<file path="src/rtl/bcd_pkg.sv">
// Shared constants for the serial packed-BCD arithmetic blocks.
package bcd_pkg;

   localparam int          BCD_W   = 4;
   localparam logic [3:0]  BCD_MAX = 4'd9;
   localparam logic [3:0]  BCD_ADJ = 4'd6;

   localparam logic [1:0]  IDLE = 2'd0;
   localparam logic [1:0]  RUN  = 2'd1;
   localparam logic [1:0]  DONE = 2'd2;

   function automatic logic is_bad_digit(input logic [BCD_W-1:0] d);
      return d > BCD_MAX;
   endfunction

endpackage

</file>
<file path="src/rtl/bcd_digit_step.sv">
// One decimal digit of add/subtract: nine's-complements B when subtracting,
// then applies the +6 decimal correction on the full 5-bit raw sum.
module bcd_digit_step
   import bcd_pkg::*;
(
   input  logic [BCD_W-1:0] a_d,
   input  logic [BCD_W-1:0] b_d,
   input  logic             sub,
   input  logic             carry,
   output logic [BCD_W-1:0] digit,
   output logic             carry_next,
   output logic             bad_digit
);

   logic [BCD_W-1:0] b_eff;
   logic [BCD_W:0]   raw;
   logic [BCD_W:0]   adj;

   always_comb begin
      // Illegal B digits wrap modulo 16 here; the result is garbage but repeatable.
      b_eff      = sub ? (BCD_MAX - b_d) : b_d;
      raw        = {1'b0, a_d} + {1'b0, b_eff} + {{BCD_W{1'b0}}, carry};
      adj        = raw + {1'b0, BCD_ADJ};
      digit      = raw[BCD_W-1:0];
      carry_next = 1'b0;
      if (raw > {1'b0, BCD_MAX}) begin
         digit      = adj[BCD_W-1:0];
         carry_next = 1'b1;
      end
      bad_digit  = is_bad_digit(a_d) | is_bad_digit(b_d);
   end

endmodule

</file>
<file path="src/rtl/bcd_serial_addsub.sv">
// Multi-digit packed-BCD adder/subtractor, one digit per clock, LSD first,
// with ready/valid handshakes on both sides.
//
//   state | meaning
//   IDLE  | in_ready high, waiting for operands
//   RUN   | processing digit idx, operands shift right one digit per cycle
//   DONE  | result held with out_valid high until out_ready
module bcd_serial_addsub
   import bcd_pkg::*;
#(
   parameter int N_DIGITS = 4
) (
   input  logic                      clk,
   input  logic                      rst,
   input  logic                      in_valid,
   output logic                      in_ready,
   input  logic [BCD_W*N_DIGITS-1:0] a,
   input  logic [BCD_W*N_DIGITS-1:0] b,
   input  logic                      sub,
   input  logic                      cin,
   output logic                      out_valid,
   input  logic                      out_ready,
   output logic [BCD_W*N_DIGITS-1:0] sum,
   output logic                      cout,
   output logic                      invalid
);

   localparam int              W        = BCD_W * N_DIGITS;
   localparam int              IDX_W    = (N_DIGITS > 1) ? $clog2(N_DIGITS) : 1;
   localparam logic [IDX_W-1:0] LAST_IDX = IDX_W'(N_DIGITS - 1);

   logic [1:0]       state_q,   state_d;
   logic [IDX_W-1:0] idx_q,     idx_d;
   logic [W-1:0]     opa_q,     opa_d;
   logic [W-1:0]     opb_q,     opb_d;
   logic             sub_q,     sub_d;
   logic             carry_q,   carry_d;
   logic [W-1:0]     sum_q,     sum_d;
   logic             cout_q,    cout_d;
   logic             invalid_q, invalid_d;

   logic [BCD_W-1:0] step_digit;
   logic             step_carry;
   logic             step_bad;

   bcd_digit_step u_step (
      .a_d        (opa_q[BCD_W-1:0]),
      .b_d        (opb_q[BCD_W-1:0]),
      .sub        (sub_q),
      .carry      (carry_q),
      .digit      (step_digit),
      .carry_next (step_carry),
      .bad_digit  (step_bad)
   );

   always_comb begin
      state_d   = state_q;
      idx_d     = idx_q;
      opa_d     = opa_q;
      opb_d     = opb_q;
      sub_d     = sub_q;
      carry_d   = carry_q;
      sum_d     = sum_q;
      cout_d    = cout_q;
      invalid_d = invalid_q;
      case (state_q)
         IDLE: begin
            if (in_valid) begin
               state_d   = RUN;
               idx_d     = '0;
               opa_d     = a;
               opb_d     = b;
               sub_d     = sub;
               // Subtraction runs as A + 9's(B) + carry, so borrow-in becomes an inverted carry.
               carry_d   = sub ? ~cin : cin;
               invalid_d = 1'b0;
            end
         end
         RUN: begin
            sum_d[idx_q*BCD_W +: BCD_W] = step_digit;
            carry_d   = step_carry;
            invalid_d = invalid_q | step_bad;
            opa_d     = opa_q >> BCD_W;
            opb_d     = opb_q >> BCD_W;
            if (idx_q == LAST_IDX) begin
               state_d = DONE;
               cout_d  = step_carry;
            end else begin
               idx_d = idx_q + 1'b1;
            end
         end
         DONE: begin
            if (out_ready) state_d = IDLE;
         end
         default: state_d = IDLE;
      endcase
   end

   always_ff @(posedge clk) begin
      if (rst) begin
         state_q   <= IDLE;
         idx_q     <= '0;
         opa_q     <= '0;
         opb_q     <= '0;
         sub_q     <= 1'b0;
         carry_q   <= 1'b0;
         sum_q     <= '0;
         cout_q    <= 1'b0;
         invalid_q <= 1'b0;
      end else begin
         state_q   <= state_d;
         idx_q     <= idx_d;
         opa_q     <= opa_d;
         opb_q     <= opb_d;
         sub_q     <= sub_d;
         carry_q   <= carry_d;
         sum_q     <= sum_d;
         cout_q    <= cout_d;
         invalid_q <= invalid_d;
      end
   end

   assign in_ready  = (state_q == IDLE);
   assign out_valid = (state_q == DONE);
   assign sum       = sum_q;
   assign cout      = cout_q;
   assign invalid   = invalid_q;

endmodule
</file>
<file path="config.mk">
export PLATFORM = sky130hd
export DESIGN_NAME = bcd_serial_addsub
export DESIGN_NICKNAME = d
export VERILOG_FILES = /design/src/rtl/bcd_pkg.sv /design/src/rtl/bcd_digit_step.sv /design/src/rtl/bcd_serial_addsub.sv
export SDC_FILE = /design/constraint.sdc
export NUM_CORES = 1
export LEC_CHECK = 0
export ABC_AREA = 1
export BUFFER_PORTS_ARGS = -buffer_cell sky130_fd_sc_hd__buf_2
export CORE_MARGIN = 2
export CORE_UTILIZATION = 49
export DETAILED_ROUTE_END_ITERATION = 10
export GPL_TIMING_DRIVEN = 0
export PLACE_DENSITY_LB_ADDON = 0.12
export SYNTH_ARGS = -nofsm -noshare
export SYNTH_HDL_FRONTEND = slang
export SYNTH_SLANG_ARGS = --single-unit
</file>
<file path="constraint.sdc">
create_clock -name clk -period 2.5 [get_ports clk]
set_clock_uncertainty 0.05 [all_clocks]
set_input_delay 0 -clock clk [delete_from_list [all_inputs] [get_ports clk]]
set_output_delay 0 -clock clk [all_outputs]
set_load 0.1 [all_outputs]
</file>
==> out/results.tsv, run 1 <==
metric	value	unit
synth_area	2780	um^2
layout-drive-gt1-share	28.8	%
netSwitchingPower	885	uW
ctsHtreeMaxLevel	2	
post-synth-top-area-cell	dfxtp_1	
grt_pass1_vias	2698	
total_congestion_overflow_after_global_routing	0	
grt_max_degree	17	
fp.dieArea	6290	um^2
die_width	79.3	um
r2r_start	sub_q	
synthCells	359	
clkLatencyLatePin	0.31	ns
ff_latch_area	1130	um^2
timing.final.crit_share	102	%
dpl_cell_area	3150	um^2
post_layout_utilization_of_the_core	68.7	%
synth-seq-cells	56	
timing.max_cap.violations	0	
drt_pre_antenna_iters	4	
cts_buffers	5	
grt_pass1_wl	12.1	mm
swShare	36.5	%
final_cell_area	3780	um^2
synth_largest_type_area_fraction	40.4	%
layout.nets	519	
totalWireLength	7.39	mm
rows	27	
reg2reg_setup_slack	-0.04	ns
io-pin-count	58	
ant_nets	0	
fin_tns_setup	-0.119	ns
timing.max_slew.rel_slack	54.9	%
failed_checks	setup timing	
setup_viol_count_final	5	
largest_cells_by_area_after_synthesis	dfxtp_1, nand2_1, a31oi_1	
area_of_combinational_cells_with_multiple_inputs	1550	um^2
endpoint	sum[14]	
post-place-ws	-0.217	ns
clock_tree.buffer_depth	2	
ir_worst_vdd	0.000407	V
critPathCaptureType	register	
floorplan.initialDensity	50.4	%
gp_congestion	0.860	
finalWorstPathRequiredPeriod	2.54	ns
synthesis.yosys.warnings	0	
share_comb_of_total_power	37.5	%
half_perimeter_wire_length_after_detailed_placement	4.68	mm
worst_hold_slack	0.0319	ns
achievable-frequency	393	MHz
route.detailed.vias_per_inst	5.12	
fillerInstances	467	
worst_setup_hold_path_clk_slew	0.10	ns
clock_tree.root_cell	clkbuf_8	
power_density	640	nW/um^2
synthesis.nets	410	
worst-slew-pin-transition	0.676	ns
timing.setup.critical_path_class	reg2reg	
detail_route.iter0.violations	176	
seqPwrFrac	41.1	%
cts_tree	built	
antenna_found_initial	0	
port_buffers	57	
route.vias.total	2764	
globalRouteTotalUtil	24.5	%
synth_area_per_cell	7.74	um^2
cts.sinks	56	
critPathRequiredTime	2.69	ns
post-route-drc-count	0	
status	finished, violations left	
crit_path_start	sub_q	
reg2reg_to	sum[14]	
worstPathArrival	2.74	ns
reg2reg_depth	14	
synthToLayoutAreaGrowth	36.3	%
startpoint_type	register	
yosysUniqueCellTypes	37	
clock_power_share	21.4	%
antenna_cells	0	
leakagePower	1.69	nW
maximum_fanout_count_along_the_critical_path	4	
hold_viol_final	0	
maxSlewViolCount	0	
synth.yosys.seq_area_share	40.4	%
post_drt_wl_per_cell	13.7	um
min_path_type	in2reg	
grt_setup_unrepaired	true	
floorplan.core_area	5510	um^2
layout_setup_ws	-0.0440	ns
p_int	1.54	mW
die_y	79.3	um
[worst max-delay path, stage by stage, from the launching register on]
cell	delay (ns)
dfxtp_4	0.38
xnor2_4	0.18
fa_2	0.22
inv_2	0.05
fa_2	0.56
inv_2	0.06
ha_4	0.16
nand2_2	0.05
a21boi_4	0.19
nand2_4	0.08
nand2_4	0.10
nand2_4	0.06
nand2_4	0.09
nand4_1	0.11
a21oi_2	0.15
[sequential cells by signal, indices dropped and copies added, names as in the netlist]
name,cells
cout,1
opa_q,16
sum,16
invalid,1
opb_q,16
state_q,2
sub_q,1
idx_q,2
carry_q,1
[placed cells by master (no fill, tap or decap), drive strengths merged]
cell         instances
a211oi               1
a21boi               1
a21oi               26
a22oi                3
a31oi               24
a32oi                1
buf                 78
clkbuf              11
clkinv               2
dfxtp               56
dlygate4sd3         35
fa                   2
ha                  11
inv                 31
nand2              120
nand3               10
nand3b               1
nand4                6
nor2                22
nor3                 2
nor4                 1
o21ai               21
xnor2                1
xor2                 2
[through the flow]
| stage | cells | power (mW) |
|---|---|---|
| 4_1_cts | 538 | 2.36 |
| 3_5_place_dp | 488 | 1.70 |
| 2_1_floorplan | 359 | 1.54 |
| 3_3_place_gp | 488 | 1.68 |
| 5_1_grt | 540 | 2.55 |
| 6_report | 540 | 2.42 |
[layer usage]
metal	up-vias	routed length, um	track usage [%]
met5	-	0	0
met4	0	191	7.76
met3	19	310	4.77
met2	74	3450	41.0
met1	1273	3440	31.9
li1	1398	-	-
[synth_stat cells, drive strengths merged]
cell,number
a211oi,1
a21boi,1
a21oi,26
a22oi,3
a31oi,24
a32oi,1
buf,11
clkbuf,5
clkinv,1
dfxtp,56
fa,2
ha,11
inv,31
nand2,120
nand3,10
nand3b,1
nand4,6
nor2,22
nor3,2
nor4,1
o21ai,21
xnor2,1
xor2,2
[worst min path at each step]
stage,slack (ns),start,cells after the start,to
after floorplan,0.1,a[12],2,opa_q[12]
after global placement,0.20,a[13],3,opa_q[13]
after detailed placement,0.21,b[15],3,opb_q[15]
after CTS,0.02,rst,4,opb_q[2]
after global routing,0.07,rst,4,opb_q[0]
final,0.03,rst,4,opb_q[0]
[layout make-up]
| cell class | count | share of cell area, % |
|---|---|---|
| Multi-Input combinational cell | 255 | 40.8 |
| Sequential cell | 56 | 29.9 |
| Timing Repair Buffer | 102 | 18.8 |
| Tap cell | 72 | 2.38 |
| Clock buffer | 6 | 2.18 |
| Buffer | 16 | 2.48 |
| Clock inverter | 1 | 0.231 |
| Inverter | 32 | 3.24 |
[logic make-up after synthesis]
kind of cell	after synthesis	share of synthesized area (%)
buffers and inverters	48	7.79
DFF	56	40.4
adders and majority gates	13	6.40
AOI/OAI and AO/OA	77	16.4
xor gates and xnor gates	3	0.946
and+or+nand+nor	162	28.1
[power by group through the flow]
stage	clock network [mW]	logic, mW	registers [mW]
floorplan	0	0.494	1.05
global placement	0	0.673	1.01
detailed placement	0	0.684	1.01
CTS	0.526	0.842	0.991
global route	0.571	0.979	1.00
finish	0.519	0.908	0.996
[repair_timing]
| action | in CTS | in global routing |
|---|---|---|
| hold endpoints to repair | 35 | 0 |
| setup buffers | 8 | 2 |
| hold buffers | 35 | 0 |
| endpoints found under the setup margin | 13 | 14 |
| gates resized for setup | 19 | 13 |
| pin swaps | 9 | 7 |
No activity file was read; power rests on OpenSTA's default activity.
==> run 2, diff against run 1 <==
--- a/config.mk
+++ b/config.mk
@@ -7,6 +7,7 @@
 export LEC_CHECK = 0
 export ABC_AREA = 1
 export BUFFER_PORTS_ARGS = -buffer_cell sky130_fd_sc_hd__buf_2
+export CORE_ASPECT_RATIO = 1.5
 export CORE_MARGIN = 2
 export CORE_UTILIZATION = 49
 export DETAILED_ROUTE_END_ITERATION = 10
==> run 2 against run 1 <==
The flow now finishes without violations; register-to-register slack better by 0.06 ns; flip-flop and latch count unchanged; wire length shrank 4.1%; first-iteration DRC count down 28%; die area is 0.20% higher; non-clock buffer count up 1; global-route usage decreased by 0.73 points; critical path type unchanged; critical endpoint is now sum[13]; largest power group unchanged; highest routed layer unchanged.
==> out/results.tsv, run 2 (synthesized netlist as in run 1, its figures left out) <==
metric	value	unit	change
status	finished clean		was finished, violations left
worst-slew-pin-transition	0.608	ns	was 0.676 ns
min_from	rst		unchanged
grt_setup_unrepaired	true		unchanged
io-pin-count	58		unchanged
ir_worst_vdd	0.000419	V	was 0.000407 V
reg2reg_setup_slack	0.01	ns	was -0.04 ns
setup_viol_count_final	0		was 5
clkLatencyLatePin	0.31	ns	about the same
critPathRequiredTime	2.69	ns	about the same
reg2reg_to	sum[13]		was sum[14]
ant_nets	0		unchanged
leakagePower	1.69	nW	about the same
ctsHtreeMaxLevel	2		unchanged
post_drt_wl_per_cell	13.1	um	was 13.7 um
port_buffers	57		unchanged
rows	33		was 27
fin_tns_setup	0	ns	was -0.119 ns
fp.dieArea	6300	um^2	was 6290 um^2
final_common_cell	nand2_1		unchanged
startpoint_type	register		unchanged
route.vias.total	2746		was 2,764
worst_setup_hold_path_clk_slew	0.10	ns	about the same
grt_max_degree	17		unchanged
die_y	96.2	um	was 79.3 um
timing.max_slew.rel_slack	59.4	%	was 54.9%
hold_viol_final	0		unchanged
totalWireLength	7.08	mm	was 7.39 mm
grt_pass1_vias	2639		was 2,698
antenna_cells	0		unchanged
worstPathArrival	2.68	ns	was 2.74 ns
layout_setup_ws	0.0122	ns	was -0.0440 ns
layout-drive-gt1-share	28.9	%	was 28.8%
cts.sinks	56		unchanged
antenna_found_initial	0		unchanged
post_layout_utilization_of_the_core	69.7	%	was 68.7%
reg2reg_depth	13		was 14
fillerInstances	469		was 467
globalRouteTotalUtil	23.8	%	was 24.5%
half_perimeter_wire_length_after_detailed_placement	4.82	mm	was 4.68 mm
grt_pass1_wl	11.6	mm	was 12.1 mm
r2r_start	opb_q[0]		was sub_q
post-place-ws	-0.224	ns	was -0.217 ns
synthToLayoutAreaGrowth	36.8	%	was 36.3%
total_congestion_overflow_after_global_routing	0		unchanged
floorplan.initialDensity	51.0	%	was 50.4%
achievable-frequency	402	MHz	was 393 MHz
maximum_fanout_count_along_the_critical_path	4		unchanged
gp_congestion	0.810		was 0.860
drt_pre_antenna_iters	4		unchanged
detail_route.iter0.violations	126		was 176
timing.max_cap.violations	0		unchanged
layout.nets	520		was 519
floorplan.core_area	5450	um^2	was 5510 um^2
clock_tree.buffer_depth	2		unchanged
cts_tree	built		unchanged
min_path_type	in2reg		unchanged
clock_tree.root_cell	clkbuf_8		unchanged
finalWorstPathRequiredPeriod	2.49	ns	was 2.54 ns
maxSlewViolCount	0		unchanged
power_density	654	nW/um^2	was 640 nW/um^2
timing.setup.critical_path_class	reg2reg		unchanged
post-route-drc-count	0		unchanged
timing.final.crit_share	99.5	%	was 102%
endpoint	sum[13]		was sum[14]
critPathCaptureType	register		unchanged
route.detailed.vias_per_inst	5.09		was 5.12
die_width	65.5	um	was 79.3 um
layout.cells.most_common_list	nand2_1, buf_2, dfxtp_1		unchanged
cts_buffers	5		unchanged
crit_path_start	opb_q[0]		was sub_q
run 2: worst max-delay path, stage by stage (launching register included):
cell and delay (ns):
dfxtp_4 0.38, xnor2_4 0.14, fa_2 0.34, inv_2 0.08
fa_2 0.44, inv_2 0.09, ha_4 0.13, nand2_2 0.04
a21boi_4 0.14, nand2_4 0.09, nand3_1 0.11, nand2_4 0.13
nand4_1 0.10, a21oi_1 0.15
run 2: cell type report:
type | count | area, um^2 | area share (%)
Timing Repair Buffer | 103 | 718 | 18.9
Sequential cell | 56 | 1130 | 29.8
Inverter | 32 | 123 | 3.23
Clock buffer | 6 | 72.6 | 1.91
Multi-Input combinational cell | 255 | 1540 | 40.4
Clock inverter | 2 | 35.0 | 0.922
Tap cell | 70 | 87.6 | 2.30
Buffer | 16 | 93.8 | 2.47
run 2: report_power, final:
| part | leakage [nW] | internal [mW] | total (mW) | switching (mW) |
|---|---|---|---|---|
| logic | 1.18 | 0.362 | 0.898 | 0.537 |
| clock network | 0.0552 | 0.298 | 0.593 | 0.295 |
| registers | 0.461 | 0.954 | 0.996 | 0.0424 |
| total | 1.69 | 1.61 | 2.49 | 0.874 |
run 2: worst min-delay path by stage:
stage / to / slack [ns] / cells after the start
5_1_grt: opb_q[1] / 0.07 / 4
4_1_cts: opb_q[1] / 0.05 / 4
6_report: opb_q[2] / 0.05 / 4
3_5_place_dp: opa_q[15] / 0.21 / 3
3_3_place_gp: opa_q[12] / 0.20 / 3
2_1_floorplan: opa_q[12] / 0.1 / 2
run 2: per-stage QoR:
stage / cell area, um^2 / cells / total power, mW / hold WS (ns)
final: 3800 / 540 / 2.49 / 0.0484
after global routing: 3800 / 540 / 2.61 / 0.0682
after CTS: 3730 / 537 / 2.43 / 0.0471
after detailed placement: 3150 / 486 / 1.70 / 0.210
after global placement: 3150 / 486 / 1.69 / 0.205
after floorplan: 2780 / 359 / 1.54 / 0.0982
run 2: per-layer routing:
metal  vias to the layer above  GRT usage [%]  routed length (um)
met4                         0           9.90                 133
met3                        16           3.74                 237
met1                      1261           25.1                2840
li1                       1402              -                   -
met5                         -              0                   0
met2                        67           45.9                3870
run 2: what timing repair did:
| item | CTS | global route |
|---|---|---|
| endpoints found under the hold margin | 35 | 0 |
| hold buffers | 35 | 0 |
| resized for setup | 18 | 15 |
| setup buffers | 8 | 3 |
| setup endpoints to repair | 12 | 14 |
| pin swaps | 9 | 15 |
